**config.mk**
```make
export PLATFORM = sky130hd
export DESIGN_NAME = dir_arbiter_flat
export DESIGN_NICKNAME = d
export VERILOG_FILES = /design/src/rtl/dir_arbiter_if.sv /design/src/rtl/dir_arbiter.sv /design/src/flat_wrapper.sv
export SDC_FILE = /design/constraint.sdc
export NUM_CORES = 1
export LEC_CHECK = 0
export ABC_AREA = 1
export BUFFER_PORTS_ARGS = -buffer_cell sky130_fd_sc_hd__buf_2
export CORE_UTILIZATION = 30
export DETAILED_ROUTE_END_ITERATION = 12
export GPL_ROUTABILITY_DRIVEN = 0
export PLACE_DENSITY_LB_ADDON = 0.12
export SYNTH_ARGS = -nofsm -noshare
export SYNTH_HDL_FRONTEND = slang
export SYNTH_SLANG_ARGS = --single-unit
```
**constraint.sdc**
```tcl
create_clock -name clk -period 6.7 [get_ports clk]
set_clock_uncertainty 0.2 [all_clocks]
set_input_delay 1.34 -clock clk [delete_from_list [all_inputs] [get_ports clk]]
set_output_delay 1.34 -clock clk [all_outputs]
set_load 0.005 [all_outputs]
```
**src/rtl/dir_arbiter_if.sv**
```systemverilog
// -----------------------------------------------------------------------------
// dir_arbiter_if
// Bundles every requester, response and directory signal of the directory
// arbiter into one interface.
//   slave  : view used by the arbiter itself (requests/completions in,
//            grants/responses/commands out).
//   master : view used by the environment driving the arbiter (requesters
//            plus directory model).
// Signals:
//   req_valid[4], req_op[4], req_addr[128], req_state[12],
//   req_presence[16], req_tip[16]     : per-requester request payload
//   req_ready[4]                      : per-requester accept strobe
//   rsp_valid[4], rsp_state[3], rsp_presence[4], rsp_tip[4], rsp_err
//                                     : response pulse + shared payload
//   dir_lookup_req, dir_update_req, dir_lookup_addr, dir_update_addr,
//   dir_update_state, dir_update_presence, dir_update_tip
//                                     : directory command port
//   dir_lookup_valid, dir_update_done, dir_lookup_state,
//   dir_lookup_presence, dir_lookup_tip
//                                     : directory completion port
// -----------------------------------------------------------------------------
interface dir_arbiter_if;
  logic [3:0]   req_valid;
  logic [3:0]   req_ready;
  logic [3:0]   req_op;
  logic [127:0] req_addr;
  logic [11:0]  req_state;
  logic [15:0]  req_presence;
  logic [15:0]  req_tip;

  logic [3:0]   rsp_valid;
  logic [2:0]   rsp_state;
  logic [3:0]   rsp_presence;
  logic [3:0]   rsp_tip;
  logic         rsp_err;

  logic         dir_lookup_req;
  logic         dir_update_req;
  logic [31:0]  dir_lookup_addr;
  logic [31:0]  dir_update_addr;
  logic [2:0]   dir_update_state;
  logic [3:0]   dir_update_presence;
  logic [3:0]   dir_update_tip;

  logic         dir_lookup_valid;
  logic         dir_update_done;
  logic [2:0]   dir_lookup_state;
  logic [3:0]   dir_lookup_presence;
  logic [3:0]   dir_lookup_tip;

  modport slave (
    input  req_valid, req_op, req_addr, req_state, req_presence, req_tip,
    input  dir_lookup_valid, dir_update_done, dir_lookup_state,
           dir_lookup_presence, dir_lookup_tip,
    output req_ready, rsp_valid, rsp_state, rsp_presence, rsp_tip, rsp_err,
    output dir_lookup_req, dir_update_req, dir_lookup_addr, dir_update_addr,
           dir_update_state, dir_update_presence, dir_update_tip
  );

  modport master (
    output req_valid, req_op, req_addr, req_state, req_presence, req_tip,
    output dir_lookup_valid, dir_update_done, dir_lookup_state,
           dir_lookup_presence, dir_lookup_tip,
    input  req_ready, rsp_valid, rsp_state, rsp_presence, rsp_tip, rsp_err,
    input  dir_lookup_req, dir_update_req, dir_lookup_addr, dir_update_addr,
           dir_update_state, dir_update_presence, dir_update_tip
  );
endinterface

```
**src/rtl/dir_arbiter.sv**
```systemverilog
// -----------------------------------------------------------------------------
// dir_arbiter
// Round-robin arbiter that serialises four requesters onto a single directory
// lookup/update port. One operation is in flight at a time:
//   IDLE  -> grant (req_ready pulse, payload captured)
//   ISSUE -> one-cycle directory command strobe
//   WAIT  -> wait for the matching completion or time out
//   RESP  -> one-cycle rsp_valid pulse to the granted requester
// Ports:
//   clk   : clock, rising edge
//   rst_n : asynchronous active-low reset
//   bus   : dir_arbiter_if.slave (requests, responses, directory port)
// Parameter:
//   TIMEOUT_CYCLES : WAIT cycles before an operation is aborted (4..255)
// -----------------------------------------------------------------------------
module dir_arbiter #(
  parameter int TIMEOUT_CYCLES = 15
) (
  input  logic          clk,
  input  logic          rst_n,
  dir_arbiter_if.slave  bus
);

  typedef enum logic [1:0] {IDLE, ISSUE, WAIT, RESP} state_t;

  state_t      r_state;
  logic [1:0]  r_last_grant;
  logic        r_op;
  logic [31:0] r_addr;
  logic [2:0]  r_upd_state;
  logic [3:0]  r_upd_presence;
  logic [3:0]  r_upd_tip;
  logic [7:0]  r_wait_cnt;
  logic        r_lookup_req;
  logic        r_update_req;
  logic [3:0]  r_rsp_valid;
  logic [2:0]  r_rsp_state;
  logic [3:0]  r_rsp_presence;
  logic [3:0]  r_rsp_tip;
  logic        r_rsp_err;

  logic [31:0] w_addr     [4];
  logic [2:0]  w_state    [4];
  logic [3:0]  w_presence [4];
  logic [3:0]  w_tip      [4];
  logic [3:0]  w_ready;
  logic        w_any;
  logic [1:0]  w_grant;
  logic [1:0]  w_cand;
  logic        w_done;
  logic        w_timeout;

  // Unpack the flat per-requester buses and form the accept strobes.
  // req_ready is combinational in the grant cycle and forced low in reset.
  generate
    for (genvar gi = 0; gi < 4; gi++) begin : g_req
      assign w_addr[gi]     = bus.req_addr[32*gi +: 32];
      assign w_state[gi]    = bus.req_state[3*gi +: 3];
      assign w_presence[gi] = bus.req_presence[4*gi +: 4];
      assign w_tip[gi]      = bus.req_tip[4*gi +: 4];
      assign w_ready[gi]    = rst_n && (r_state == IDLE) && w_any &&
                              (w_grant == 2'(gi));
    end
  endgenerate

  // Round-robin pick: walk candidates from farthest (last_grant itself) to
  // nearest (last_grant+1) so the nearest valid requester wins.
  always_comb begin
    w_any   = 1'b0;
    w_grant = 2'd0;
    w_cand  = 2'd0;
    for (int k = 4; k >= 1; k--) begin
      w_cand = r_last_grant + 2'(k);
      if (bus.req_valid[w_cand]) begin
        w_any   = 1'b1;
        w_grant = w_cand;
      end
    end
  end

  // Only the completion that matches the in-flight op counts.
  assign w_done    = r_op ? bus.dir_update_done : bus.dir_lookup_valid;
  assign w_timeout = (r_wait_cnt == 8'(TIMEOUT_CYCLES - 1));

  always_ff @(posedge clk or negedge rst_n) begin
    if (!rst_n) begin
      r_state        <= IDLE;
      r_last_grant   <= 2'd3;
      r_op           <= 1'b0;
      r_addr         <= '0;
      r_upd_state    <= '0;
      r_upd_presence <= '0;
      r_upd_tip      <= '0;
      r_wait_cnt     <= '0;
      r_lookup_req   <= 1'b0;
      r_update_req   <= 1'b0;
      r_rsp_valid    <= '0;
      r_rsp_state    <= '0;
      r_rsp_presence <= '0;
      r_rsp_tip      <= '0;
      r_rsp_err      <= 1'b0;
    end else begin
      // Strobes are single-cycle unless re-asserted below.
      r_lookup_req <= 1'b0;
      r_update_req <= 1'b0;
      r_rsp_valid  <= '0;
      case (r_state)
        IDLE: begin
          if (w_any) begin
            r_last_grant   <= w_grant;
            r_op           <= bus.req_op[w_grant];
            r_addr         <= w_addr[w_grant];
            r_upd_state    <= w_state[w_grant];
            r_upd_presence <= w_presence[w_grant];
            r_upd_tip      <= w_tip[w_grant];
            // Registered so the strobe is high during the ISSUE cycle.
            r_lookup_req   <= ~bus.req_op[w_grant];
            r_update_req   <= bus.req_op[w_grant];
            r_state        <= ISSUE;
          end
        end
        ISSUE: begin
          r_wait_cnt <= '0;
          r_state    <= WAIT;
        end
        WAIT: begin
          if (w_done) begin
            if (r_op) begin
              r_rsp_state    <= r_upd_state;
              r_rsp_presence <= r_upd_presence;
              r_rsp_tip      <= r_upd_tip;
            end else begin
              r_rsp_state    <= bus.dir_lookup_state;
              r_rsp_presence <= bus.dir_lookup_presence;
              r_rsp_tip      <= bus.dir_lookup_tip;
            end
            r_rsp_err   <= 1'b0;
            r_rsp_valid <= 4'b0001 << r_last_grant;
            r_state     <= RESP;
          end else if (w_timeout) begin
            // Abort: report an error with an all-zero payload.
            r_rsp_state    <= '0;
            r_rsp_presence <= '0;
            r_rsp_tip      <= '0;
            r_rsp_err      <= 1'b1;
            r_rsp_valid    <= 4'b0001 << r_last_grant;
            r_state        <= RESP;
          end else begin
            r_wait_cnt <= r_wait_cnt + 8'd1;
          end
        end
        RESP: begin
          r_state <= IDLE;
        end
        default: begin
          r_state <= IDLE;
        end
      endcase
    end
  end

  assign bus.req_ready           = w_ready;
  assign bus.rsp_valid           = r_rsp_valid;
  assign bus.rsp_state           = r_rsp_state;
  assign bus.rsp_presence        = r_rsp_presence;
  assign bus.rsp_tip             = r_rsp_tip;
  assign bus.rsp_err             = r_rsp_err;
  assign bus.dir_lookup_req      = r_lookup_req;
  assign bus.dir_update_req      = r_update_req;
  // The directory samples address and update payload after the strobe, so
  // they are driven straight from the capture registers and held until the
  // next grant.
  assign bus.dir_lookup_addr     = r_addr;
  assign bus.dir_update_addr     = r_addr;
  assign bus.dir_update_state    = r_upd_state;
  assign bus.dir_update_presence = r_upd_presence;
  assign bus.dir_update_tip      = r_upd_tip;

endmodule

```
**src/flat_wrapper.sv**
```systemverilog
// flat-port wrapper written by rule: the top's interface ports become plain ports
module dir_arbiter_flat 
#(
  parameter int TIMEOUT_CYCLES = 15
)
  (clk, rst_n, bus_req_valid, bus_req_op, bus_req_addr, bus_req_state, bus_req_presence, bus_req_tip, bus_dir_lookup_valid, bus_dir_update_done, bus_dir_lookup_state, bus_dir_lookup_presence, bus_dir_lookup_tip, bus_req_ready, bus_rsp_valid, bus_rsp_state, bus_rsp_presence, bus_rsp_tip, bus_rsp_err, bus_dir_lookup_req, bus_dir_update_req, bus_dir_lookup_addr, bus_dir_update_addr, bus_dir_update_state, bus_dir_update_presence, bus_dir_update_tip);
  dir_arbiter_if bus_i ();
  input  logic clk;
  input  logic rst_n;
  input wire logic [$bits(bus_i.req_valid)-1:0] bus_req_valid;
  input wire logic [$bits(bus_i.req_op)-1:0] bus_req_op;
  input wire logic [$bits(bus_i.req_addr)-1:0] bus_req_addr;
  input wire logic [$bits(bus_i.req_state)-1:0] bus_req_state;
  input wire logic [$bits(bus_i.req_presence)-1:0] bus_req_presence;
  input wire logic [$bits(bus_i.req_tip)-1:0] bus_req_tip;
  input wire logic [$bits(bus_i.dir_lookup_valid)-1:0] bus_dir_lookup_valid;
  input wire logic [$bits(bus_i.dir_update_done)-1:0] bus_dir_update_done;
  input wire logic [$bits(bus_i.dir_lookup_state)-1:0] bus_dir_lookup_state;
  input wire logic [$bits(bus_i.dir_lookup_presence)-1:0] bus_dir_lookup_presence;
  input wire logic [$bits(bus_i.dir_lookup_tip)-1:0] bus_dir_lookup_tip;
  output wire logic [$bits(bus_i.req_ready)-1:0] bus_req_ready;
  output wire logic [$bits(bus_i.rsp_valid)-1:0] bus_rsp_valid;
  output wire logic [$bits(bus_i.rsp_state)-1:0] bus_rsp_state;
  output wire logic [$bits(bus_i.rsp_presence)-1:0] bus_rsp_presence;
  output wire logic [$bits(bus_i.rsp_tip)-1:0] bus_rsp_tip;
  output wire logic [$bits(bus_i.rsp_err)-1:0] bus_rsp_err;
  output wire logic [$bits(bus_i.dir_lookup_req)-1:0] bus_dir_lookup_req;
  output wire logic [$bits(bus_i.dir_update_req)-1:0] bus_dir_update_req;
  output wire logic [$bits(bus_i.dir_lookup_addr)-1:0] bus_dir_lookup_addr;
  output wire logic [$bits(bus_i.dir_update_addr)-1:0] bus_dir_update_addr;
  output wire logic [$bits(bus_i.dir_update_state)-1:0] bus_dir_update_state;
  output wire logic [$bits(bus_i.dir_update_presence)-1:0] bus_dir_update_presence;
  output wire logic [$bits(bus_i.dir_update_tip)-1:0] bus_dir_update_tip;
  assign bus_i.req_valid = bus_req_valid;
  assign bus_i.req_op = bus_req_op;
  assign bus_i.req_addr = bus_req_addr;
  assign bus_i.req_state = bus_req_state;
  assign bus_i.req_presence = bus_req_presence;
  assign bus_i.req_tip = bus_req_tip;
  assign bus_i.dir_lookup_valid = bus_dir_lookup_valid;
  assign bus_i.dir_update_done = bus_dir_update_done;
  assign bus_i.dir_lookup_state = bus_dir_lookup_state;
  assign bus_i.dir_lookup_presence = bus_dir_lookup_presence;
  assign bus_i.dir_lookup_tip = bus_dir_lookup_tip;
  assign bus_req_ready = bus_i.req_ready;
  assign bus_rsp_valid = bus_i.rsp_valid;
  assign bus_rsp_state = bus_i.rsp_state;
  assign bus_rsp_presence = bus_i.rsp_presence;
  assign bus_rsp_tip = bus_i.rsp_tip;
  assign bus_rsp_err = bus_i.rsp_err;
  assign bus_dir_lookup_req = bus_i.dir_lookup_req;
  assign bus_dir_update_req = bus_i.dir_update_req;
  assign bus_dir_lookup_addr = bus_i.dir_lookup_addr;
  assign bus_dir_update_addr = bus_i.dir_update_addr;
  assign bus_dir_update_state = bus_i.dir_update_state;
  assign bus_dir_update_presence = bus_i.dir_update_presence;
  assign bus_dir_update_tip = bus_i.dir_update_tip;
  dir_arbiter #(.TIMEOUT_CYCLES(TIMEOUT_CYCLES)) u_core (.clk(clk), .rst_n(rst_n), .bus(bus_i));
endmodule
```
# After elaboration in Yosys (flattened, before gate mapping)
# Index checks and enable logic that the tools add are counted.
# op_classes
eq_ne	11
n_shift	1
magnitude_cmp	6
reduce_logical	14
addsub	4
bitwise_logic	2
n_mux	55
# ops
op	count
32-bit binary-select mux with 2-bit select	1
32-bit two-way mux	2
4-bit two-way mux	12
4-bit binary-select mux with 2-bit select	2
1-bit two-way mux	16
8-bit two-way mux	2
8-bit case mux with 2 select lines	1
2-bit by 3-bit < comparator with 1-bit output, second input constant	5
3-bit two-way mux	5
2-bit two-way mux	7
1-bit binary-select mux with 2-bit select	5
8-bit by 1-bit adder with 8-bit output, second input constant	1
2-bit == test, second input constant	4
8-bit by 4-bit == test with 1-bit output, second input constant	1
2-bit case mux with 4 select lines	1
3-bit binary-select mux with 2-bit select	1
1-bit logical AND	6
2-bit AND reduction	3
2-bit adder, second input constant	2
2-bit by 1-bit == test with 1-bit output, second input constant	2
2-bit logical NOT	2
2-bit != test, second input constant	2
2-bit nonzero test	2
1-bit by 2-bit << shifter with 4-bit output, first input constant	1
other kinds (7)	7
# word_totals
reg_bits	74
output_inout_bits	97
inputBits	195
elab_cells	108

# Longest topological paths before layout
# Gate-level depths: netlist of run 1.
# logic_depth
word_depth	11
ltp_mapped	17
ltp_nobuf	15

# Worst setup path before layout of run 1
# Ideal clock, no wire load.
# synth_timing
kind	input-to-output
start	in bus_req_valid[3]
end	out bus_req_ready[1]
cell_stages	11
t_required_ps	5160
path_slack_ps	2612
arrival_time_ps	2548
n_path_buf	1
path_cell_list	inv_1 > o21ai_0 > nand2_1 > nand2_1 > nor2_1 > nand2_1 > nand2_1 > inv_1 > clkbuf_1 > nand2_1 > nor3_1
# synth_via
elab_chain_cells	8
word_cells_on_any_way	19
classes_between	eq/ne: 1; mux: 16; reduce/logical: 2
# synth_lines
element	line	rtl
start, declared	flat_wrapper.sv:10	input wire logic [$bits(bus_i.req_valid)-1:0] bus_req_valid;
1-bit binary-select mux with 2-bit select	dir_arbiter.sv:74	if (bus.req_valid[w_cand]) begin
1-bit two-way mux (implied by the code)	dir_arbiter.sv:74	
2-bit two-way mux / 1-bit two-way mux (equally long branches) (4 in series)	dir_arbiter.sv:74	
2-bit by 1-bit == test with 1-bit output / 1-bit logical AND (equally long branches)	dir_arbiter.sv:62, dir_arbiter.sv:61	
1-bit logical AND *	dir_arbiter.sv:61	assign w_ready[gi] = rst_n && (r_state == IDLE) && w_any &&
end, declared	flat_wrapper.sv:21	output wire logic [$bits(bus_i.req_ready)-1:0] bus_req_ready;
# Mark *: on every way between the ends. The rest lies on a longest branch, timed or not. The select of a mux whose other input is x is not followed.

# Final worst setup path of run 1
# Ends and elaborated chain as after synthesis.

==> impl_results.md, run 1 <==
- Status: finished clean
- CTS HTree Levels: 3
- Sw Ratio: 54.38%
- Worst-path cell chain: buf_2 > inv_1 > o21ai_0 > nand2_1 > nand2_1 > nor2_1 > nand2_1 > nand2_2 > buf_4 > inv_2 > nand2_1 > nor3_1 > buf_2
- Count leader, synth: nand2_1
- IO buf count: 291
- Setup violations, final: 0
- Layout cells sized above 1: 30.56%
- Top cells by count, synth: 485 x nand2_1, 97 x nand3_1, 72 x dfrtp_1, 44 x buf_4, 26 x inv_1
- # rows: 48
- Mean area per synthesized cell: 6.288 um2
- WP data required: 5160 ps
- Clock Root Buffer: clkbuf_16
- Vias/cell: 4.543
- CP peak stage delay: 290 ps
- CTS Buffer Depth: 2
- Synth warn: 0
- Fillcell total: 1937
- RSZ-0062 raised after global routing: false
- Area contributors post-synth: nand2_1 34%, dfrtp_1 34%, nand3_1 9.1%
- Total Nets Final: 1281
- Worst Max-Slew Pin Slew: 963.4 ps
- Cell variety after synth: 26
- First-pass GRT wire length: 28790 um
- Asr flop ratio synth: 100.0%
- Post-CTS setup buffers: 0
- Clk sinks: 74
- Register area: 0.001854 mm2
- Setup crit end kind: primary output
- Worst-path maximum fanout: 48
- Mapped Cells: 851
- CTS tree: yes
- Synth Register Bits: 74
- Wire per inst: 14.09 um
- CP arrival: 3020 ps
- Setup TNS: 0 ps
- Drt first pass iters: 5
- CP Launch Type: input pin
- Clk pwr share: 12.5%
- Clock Latency Late Sink: 340 ps
- Vias in the first global route: 5509
- Ys flop type: dfrtp_1
- Area of the die: 0.01838 mm2
- Routed via count: 5942
- Largest net degree at the start of global routing: 89
- Starting Density: 30.83%
- Leak: 4.372 nW
- CP Buf/Inv Count: 5
- Gr usage total: 20.44%
- Detailed Route Iter0 Violations: 277
- Core area: 0.01736 mm2
- Num CTS Buffers: 9
- Post-Syn Nets: 1054
- Sequential share of power: 19.3%
- Hold/Removal Path Class: flip-flop to flip-flop
- Fin. max-slew vios: 0
- Hold Fails Final Rpt: 0
- Die X: 135.6 um
- Area grow syn2layout: 30.49%
- CP top delay family: simple AND/OR/NAND/NOR gates
- Post-Route WL: 18440 um
- Crit path kind: input pin to primary output
- Pint: 0.001918 W
- PD cells: 602.0 mW/mm2
- CTS resizes: 0
- CTS clock-pin slew for the worst setup and hold paths: 50 ps
- Leading area contributor after synthesis: nand2_1
- Hold_buf cts: 0
- Psw: 0.002286 W
- Maxcap violations: 0
- Final min period: 4557 ps
- FMAX: 219.5 MHz
- Comb power frac: 68.2%
- DR DRC count: 0
- Initial antenna violation count: 0
- Peak supply drop: 0.0004171 V
- Worst slew margin: 35.77%
- Number of antenna diodes: 0
- Crit share post-route: 68.01%
- Number of enable flip-flop cells after synthesis: 0
- CP max stage cell: buf_4
- Die Span Y: 135.6 um
- IO Pins: 292
- Detailed placement HPWL: 13240 um
- Seq/Total Area, Yosys: 34.65%
- Mapped Area: 0.005351 mm2
- Post-route ant nets: 0
- Gr ovfl total: 0
- Crit-path most repeated cell: nand2_1
- Share of the synthesized area in the top cell type: 34.02%
- Total power: 0.004204 W
- Multi-input logic area: 0.002895 mm2
-- layer usage --
| metal | vias to the layer above | wire length (um) | GRT usage (%) | share of wire, % |
|---|---|---|---|---|
| li1 | 3061 | - | - | - |
| met4 | 0 | 269 | 6.929 | 1.5 |
| met1 | 2673 | 8752 | 26.87 | 47 |
| met2 | 193 | 8486 | 33.62 | 46 |
| met3 | 15 | 926 | 3.517 | 5.0 |
| met5 | - | 0 | 0 | 0 |
-- power groups by stage --
stage / sequential, W / combinational [W] / clock (W)
after floorplan: 0.000770 / 0.00226 / 0
after global placement: 0.000819 / 0.00292 / 0
after detailed placement: 0.000817 / 0.00292 / 0
after CTS: 0.000813 / 0.00294 / 0.000543
after global routing: 0.000833 / 0.00335 / 0.000563
final: 0.000810 / 0.00287 / 0.000527
-- sequential cells by signal (all words and copies together) (netlist names) --
signal                          count
u_core.r_op                         1
u_core.r_state                      2
u_core.bus.dir_update_state         3
u_core.bus.rsp_tip                  4
u_core.bus.dir_update_req           1
u_core.bus.rsp_presence             4
u_core.bus.rsp_err                  1
u_core.bus.dir_lookup_req           1
u_core.bus.dir_update_presence      4
u_core.bus.rsp_valid                4
u_core.bus.dir_lookup_addr         32
u_core.r_last_grant                 2
u_core.r_wait_cnt                   8
u_core.bus.dir_update_tip           4
u_core.bus.rsp_state                3
-- area by class of cell --
cell class                      count  share of cell area [%]
Inverter                           30                   1.613
Sequential cell                    74                   26.55
Multi-Input combinational cell    664                   41.46
Timing Repair Buffer              299                   21.75
Clock buffer                       11                   3.476
Tap cell                          225                   4.032
Clock inverter                      5                   1.111
-- worst min-delay path, cell delays in order (launching register included) --
cell	delay, ps
dfrtp_1	330
nand2_1	50
o21ai_0	60
-- per-stage QoR --
stage          worst slack, ps  std cells  hold WS, ps  utilization (%)  area (um2)
2_1_floorplan             2612        851        276.3                -        5351
3_3_place_gp              2155       1292        265.2            38.39        6663
3_5_place_dp              2124       1292        270.1            38.39        6663
4_1_cts                   2118       1308        284.6            40.23        6983
5_1_grt                   1912       1308        312.0            40.23        6983
6_report                  2144       1308        282.1            40.23        6983
-- cells by family (layout without fill, tap and decap cells) --
| kind of cell | count (synthesis) | after routing | share of synthesized area, % |
|---|---|---|---|
| flip-flops | 74 | 74 | 34.65 |
| multiplexers | 11 | 11 | 2.058 |
| buffers and inverters | 113 | 345 | 11.43 |
| adder cells (fa/ha/maj) | 8 | 8 | 1.871 |
| AND/OR/NAND/NOR | 614 | 614 | 46.36 |
| AO/OA/AOI/OAI | 25 | 25 | 2.642 |
| XOR/XNOR | 6 | 6 | 0.9820 |
-- worst paths after layout --
| kind | from | end | slack, ps | depth (start not counted) |
|---|---|---|---|---|
| worst max-delay path | bus_req_valid[3] | bus_req_ready[1] | 2140 | 13 |
| worst min-delay path | u_core.bus.rsp_tip[0] | u_core.bus.rsp_tip[0] | 280 | 2 |
| worst max register to register | u_core.r_last_grant[0] | u_core.r_op | 3370 | 16 |
| worst min register to register | u_core.bus.rsp_tip[0] | u_core.bus.rsp_tip[0] | 280 | 2 |
| max in group asynchronous | rst_n | u_core.bus.rsp_err | 4600 | 2 |
| min in group asynchronous | rst_n | u_core.r_wait_cnt[7] | 730 | 1 |
-- cells in the final DEF, fill, tap and decap left out, drive strengths merged, types with 8 or more instances in the layout --
| cell | n |
|---|---|
| nand2 | 490 |
| buf | 299 |
| nand3 | 99 |
| dfrtp | 72 |
| inv | 30 |
| nor2 | 18 |
| o21ai | 17 |
| mux2i | 11 |
| clkbuf | 11 |
| ha | 8 |
Note: power is estimated with default switching activity, not from simulation.
==> inputs of run 2 (changes only) <==
Clock period 6.7 ns to 3.8 ns, I/O delays scaled along.
==> run 2 against run 1 <==
  * Worst setup slack worse by 1900 ps
  * Clock power is 62% higher
  * Clock-buffer cell count rose by 1
  * Cell count rose by 0.38%
  * Sequential cell count did not move
  * Total power up 76%
  * Sequential power increased by 74%
  * Critical path type is now flip-flop to primary output
==> impl_results.md, run 2 (synthesis gave the netlist of run 1 again) <==
- Setup violations, final: 0 (unchanged)
- Worst Max-Slew Pin Slew: 952.7 ps (was 963.4 ps)
- Worst slew margin: 36.49% (was 35.77%)
- Largest net degree at the start of global routing: 89 (unchanged)
- Maxcap violations: 0 (unchanged)
- Grt met3 use: 3.629% (was 3.517%)
- CTS HTree Levels: 3 (unchanged)
- Worst Hold Path EP: u_core.bus.rsp_presence[3] (was u_core.bus.rsp_tip[0])
- First-pass GRT wire length: 29510 um (was 28790 um)
- Post-DP Area: 0.006693 mm2 (was 0.006663 mm2)
- GR met2 Demand/Resource: 33.84% (was 33.62%)
- Worst-path maximum fanout: 24 (was 48)
- R2R Path Start: u_core.r_last_grant[0] (unchanged)
- Hold/Removal Path Class: flip-flop to flip-flop (unchanged)
- WP data required: 2840 ps (was 5160 ps)
- FMAX: 285.1 MHz
- IO buf count: 291 (unchanged)
- Clock Root Buffer: clkbuf_16 (unchanged)
- Most frequent cells in the layout: 483 x nand2_1, 290 x buf_2, 97 x nand3_1, 72 x dfrtp_1, 25 x inv_1 (unchanged)
- Num CTS Buffers: 9 (unchanged)
- Post-Route WL: 19080 um (was 18440 um)
- Die X: 135.6 um (unchanged)
- Layout cells sized above 1: 30.73% (was 30.56%)
- Core area: 0.01736 mm2 (unchanged)
- Hold path startpoint: u_core.bus.rsp_presence[3] (was u_core.bus.rsp_tip[0])
- R2r endpoint: u_core.r_op (unchanged)
- Fillcell total: 1958 (was 1937)
- Leak: 4.378 nW (was 4.372 nW)
- Max reg flops: 32 (unchanged)
- CP peak stage delay: 600 ps (was 290 ps)
- Fin. max-slew vios: 0 (unchanged)
- CP max stage cell: dfstp_2 (was buf_4)
- Layer with the highest usage: met2 (unchanged)
- DR DRC count: 0 (unchanged)
- Clock Latency Late Sink: 330 ps (was 340 ps)
- Starting Density: 30.83% (unchanged)
- Routed via count: 5968 (was 5942)
- Met1 usage: 28.54% (was 26.87%)
- R2r worst-path depth: 16 (unchanged)
- Status: finished clean (unchanged)
- Detailed placement HPWL: 13830 um (was 13240 um)
- Final min period: 3507 ps
- Initial antenna violation count: 2 (was 0)
- Vias in the first global route: 5572 (was 5509)
- Area of the die: 0.01838 mm2 (unchanged)
- CP top delay family: simple AND/OR/NAND/NOR gates (unchanged)
- Post-CTS setup buffers: 0 (unchanged)
- Area grow syn2layout: 30.68% (was 30.49%)
- CP Launch Type: flip-flop (was input pin)
- Drt first pass iters: 4 (was 5)
- Peak supply drop: 0.001212 V (was 0.0004171 V)
- CTS resizes: 0 (unchanged)
- CTS Buffer Depth: 2 (unchanged)
- IO Pins: 292 (unchanged)
- Setup TNS: 0 ps (unchanged)
- Worst-path cell chain: inv_2 > ha_1 > inv_1 > nand3_1 > nand2_1 > inv_2 > nand2_2 > nand2_4 > nand2_4 > inv_1 > nor3_1 > buf_2 (was buf_2 > inv_1 > o21ai_0 > nand2_1 > nand2_1 > nor2_1 > nand2_1 > nand2_2 > buf_4 > inv_2 > nand2_1 > nor3_1 > buf_2)
- RSZ-0062 raised after global routing: false (unchanged)
- PD cells: 1055 mW/mm2 (was 602.0 mW/mm2)
- Vias/cell: 4.545 (was 4.543)
- # rows: 48 (unchanged)
- Hold path cells: 2 (unchanged)
- Setup crit end kind: primary output (unchanged)
- Die Span Y: 135.6 um (unchanged)
- Crit share post-route: 92.29%
- Commonest non-fill, non-tap cell in the layout: nand2_1 (unchanged)
- Gr usage total: 20.99% (was 20.44%)
- CP Buf/Inv Count: 5 (unchanged)
- Hold Fails Final Rpt: 0 (unchanged)
- CTS clock-pin slew for the worst setup and hold paths: 60 ps (was 50 ps)
- Gr ovfl total: 0 (unchanged)
- Total Nets Final: 1285 (was 1281)
- Post-route ant nets: 0 (unchanged)
- Final instance area: 0.006993 mm2 (was 0.006983 mm2)
- Wire per inst: 14.53 um (was 14.09 um)
- CTS tree: yes (unchanged)
- Clk sinks: 74 (unchanged)
- Hold_buf cts: 0 (unchanged)
- Crit path kind: flip-flop to primary output (was input pin to primary output)
- CP arrival: 2550 ps (was 3020 ps)
- Setup slack, reg-to-reg: 570 ps (was 3370 ps)
- Detailed Route Iter0 Violations: 283 (was 277)
[run 2: cell count changes in the layout (fill, tap and decap cells not counted), sizes merged]
cell | previous run | this run
clkbuf | 11 | 12
buf | 299 | 303
bufinv | 2 | 1
diode | 0 | 1
[run 2: layout make-up]
cell class	count	area, um2	share of cell area (%)
clock inverters	4	51.30	0.7336
inverters	30	112.6	1.610
multi-input cells	664	2895	41.40
well taps	225	281.5	4.026
clock buffers	12	246.5	3.525
flip-flops and latches	74	1854	26.52
diodes	1	2.502	0.03578
repair buffers	303	1549	22.15
[run 2: worst register-to-register path: stages (launching register included)]
cell,delay [ps]
dfstp_2,600
inv_2,120
ha_1,350
inv_1,80
nand3_1,110
nand2_1,120
inv_2,60
nand2_2,80
nand2_4,50
nand2_4,210
buf_4,650
nand2_1,110
nand2_1,80
nand2_1,50
nand2_1,100
nand2_1,90
nand2_1,80
[run 2: metal layers]
metal | vias to the layer above | part of all wire (%) | wire (um)
li1 | 3070 | - | -
met4 | 0 | 1.2 | 220
met2 | 195 | 46 | 8783
met3 | 14 | 5.5 | 1046
met5 | - | 0 | 0
met1 | 2689 | 47 | 9027
[run 2: power by group]
group          internal [W]  switching, W
Clock              0.000527      0.000328
Sequential          0.00113      0.000278
Combinational       0.00169       0.00342
[run 2: stage by stage]
step	hold slack [ps]	total power, W	setup WS, ps	cells	util, %
after floorplan	264.4	0.005342	784.9	851	-
after global placement	266.0	0.006597	617.5	1296	38.56
after detailed placement	271.7	0.006603	554.8	1296	38.56
after CTS	285.9	0.007497	267.2	1312	40.28
after global routing	306.8	0.008303	92.24	1312	40.28
final	279.3	0.007379	292.8	1313	40.29
[run 2: worst max-delay path by stage]
stage	startpoint	end	slack (ps)	cells after the start
global placement	bus_req_valid[3]	u_core.r_op	620	16
detailed placement	u_core.r_last_grant[0]	u_core.r_op	550	16
global route	u_core.r_last_grant[0]	bus_req_ready[1]	90	12
CTS	u_core.r_last_grant[0]	bus_req_ready[3]	270	12
finish	u_core.r_last_grant[0]	bus_req_ready[1]	290	12
floorplan	u_core.r_last_grant[0]	bus_req_ready[1]	780	12
==> inputs of run 3 (changes only) <==
Clock period 3.8 ns to 3 ns, I/O delays scaled along.
==> run 3 against run 2 <==
  * Sequential cell count is the same
  * Clock power rose by 54%
  * Utilization grew 1.3 points
  * Clock-buffer cell count shrank 2
  * Die area stayed put
  * Cell count grew 0.46%
  * Largest power group unchanged
  * Via count increased by 0.64%
  * First-iteration DRC count decreased by 10%
  * Wire length shrank 0.60%
  * Worst setup slack got worse by 210 ps
  * Highest routed layer unchanged
==> impl_results.md, run 3 (synthesis gave the netlist of run 1 again) <==
- Status: finished clean (unchanged)
- Post-Route WL: 18960 um (was 19080 um)
- Setup crit end kind: primary output (unchanged)
- Final instance area: 0.007211 mm2 (was 0.006993 mm2)
- Layout cells sized above 1: 32.36% (was 30.73%)
- Post-route ant nets: 0 (unchanged)
- Clock Root Buffer: clkbuf_16 (unchanged)
- Max reg flops: 32 (unchanged)
- Area of the die: 0.01838 mm2 (unchanged)
- # rows: 48 (unchanged)
- Setup slack, reg-to-reg: 290 ps (was 570 ps)
- Gr ovfl total: 0 (unchanged)
- Slack of the critical path: 81.20 ps (was 292.8 ps)
- CP Launch Type: flip-flop (unchanged)
- Post-DP Area: 0.006753 mm2 (was 0.006693 mm2)
- CTS HTree Levels: 3 (unchanged)
- Wire per inst: 14.38 um (was 14.53 um)
- CTS tree: yes (unchanged)
- Detailed Route Iter0 Violations: 254 (was 283)
- Area grow syn2layout: 34.74% (was 30.68%)
- Dpl ws: 163.7 ps (was 554.8 ps)
- WP data required: 2200 ps (was 2840 ps)
- Peak supply drop: 0.001138 V (was 0.001212 V)
- Setup violations, final: 0 (unchanged)
- Fin. max-slew vios: 0 (unchanged)
- Worst Max-Slew Pin Slew: 602.1 ps (was 952.7 ps)
- First-pass GRT wire length: 29060 um (was 29510 um)
- Final min period: 2919 ps
- Commonest non-fill, non-tap cell in the layout: nand2_1 (unchanged)
- Fillcell total: 1916 (was 1958)
- Hold_buf cts: 0 (unchanged)
- PD cells: 1385 mW/mm2 (was 1055 mW/mm2)
- Crit share post-route: 97.29%
- Hold/Removal Path Class: input pin to asynchronous set/reset pin (was flip-flop to flip-flop)
- CTS clock-pin slew for the worst setup and hold paths: 60 ps (about the same)
- Num CTS Buffers: 9 (unchanged)
- Routed via count: 6006 (was 5968)
- Worst slew margin: 59.86% (was 36.49%)
- Clock Latency Late Sink: 330 ps (about the same)
- Hold Fails Final Rpt: 0 (unchanged)
- Die Span Y: 135.6 um (unchanged)
- Drt first pass iters: 5 (was 4)
- Core area: 0.01736 mm2 (unchanged)
- Initial antenna violation count: 0 (was 2)
- Most frequent cells in the layout: 480 x nand2_1, 290 x buf_2, 94 x nand3_1, 72 x dfrtp_1, 23 x inv_1 (was 483 x nand2_1, 290 x buf_2, 97 x nand3_1, 72 x dfrtp_1, 25 x inv_1)
- Worst-path maximum fanout: 8 (was 24)
- Number of antenna diodes: 0 (was 1)
- Vias in the first global route: 5477 (was 5572)
- Starting Density: 30.83% (unchanged)
- Gr usage total: 20.54% (was 20.99%)
- IO Pins: 292 (unchanged)
- Die X: 135.6 um (unchanged)
- Vias/cell: 4.553 (was 4.545)
- CTS Buffer Depth: 2 (unchanged)
- Clk sinks: 74 (unchanged)
- Detailed placement HPWL: 13520 um (was 13830 um)
- IO buf count: 291 (unchanged)
- Maxcap violations: 0 (unchanged)
- Crit path kind: flip-flop to primary output (unchanged)
- CP arrival: 2120 ps (was 2550 ps)
- FMAX: 342.6 MHz
- Total Nets Final: 1293 (was 1285)
- Leak: 4.472 nW (was 4.378 nW)
- Largest net degree at the start of global routing: 89 (unchanged)
- DR DRC count: 0 (unchanged)
run 3: what timing repair did:
item,4_1_cts,5_1_grt
endpoints found under the setup margin,4,4
setup buffers,2,3
endpoints found under the hold margin,0,0
pin swaps,3,3
gates resized for setup,4,10
run 3: power by group:
part / switching [W] / total [W] / internal, W
logic: 0.00449 / 0.00690 / 0.00241
registers: 0.000337 / 0.00177 / 0.00143
clock network: 0.000423 / 0.00132 / 0.000893
run 3: cell type report:
cell class / count / area [um2] / area share, %
multi-input combinational: 664 / 2959 / 41.04
sequential: 74 / 1854 / 25.72
timing repair buffer: 311 / 1647 / 22.84
tap: 225 / 281.5 / 3.904
clock buffer: 10 / 229.0 / 3.175
clock inverter: 5 / 127.6 / 1.770
inverter: 30 / 112.6 / 1.562
run 3: path summary, 6_finish.rpt:
kind | start | endpoint | depth (start not counted)
setup / recovery | u_core.r_last_grant[1] | bus_req_ready[0] | 11
hold / removal | rst_n | u_core.r_state[1] | 2
setup reg to reg | u_core.r_last_grant[1] | u_core.r_op | 16
hold reg to reg | u_core.bus.rsp_presence[0] | u_core.bus.rsp_presence[0] | 2
max in group asynchronous | rst_n | u_core.bus.rsp_tip[2] | 3
min in group clk | u_core.bus.rsp_presence[0] | u_core.bus.rsp_presence[0] | 2
run 3: routing by layer:
layer  GRT usage, %  up-vias  part of all wire [%]
met2          32.20      227                    46
met3          3.629       20                   6.1
li1               -     3089                     -
met1          28.32     2670                    47
met4          6.742        0                   1.5
met5              0        -                     0
run 3: critical path, stage by stage (launching register included):
cell     delay, ps
dfstp_2        540
inv_2           60
ha_4           280
inv_2           40
nand2_1        110
nand3_2         80
nand3_1         70
nand2_1         90
nand2_4        140
inv_2           70
nor3_1         150
buf_2          140
run 3: stage by stage:
step	setup TNS, ps	hold slack [ps]	util, %	std cells	power, W
final	0	138.1	41.54	1319	0.009987
after global routing	-14.65	170.1	41.54	1319	0.01114
after floorplan	0	104.4	-	851	0.006766
after detailed placement	0	269.7	38.91	1299	0.008532
after global placement	0	264.0	38.91	1299	0.008511
after CTS	0	147.4	41.23	1316	0.01002
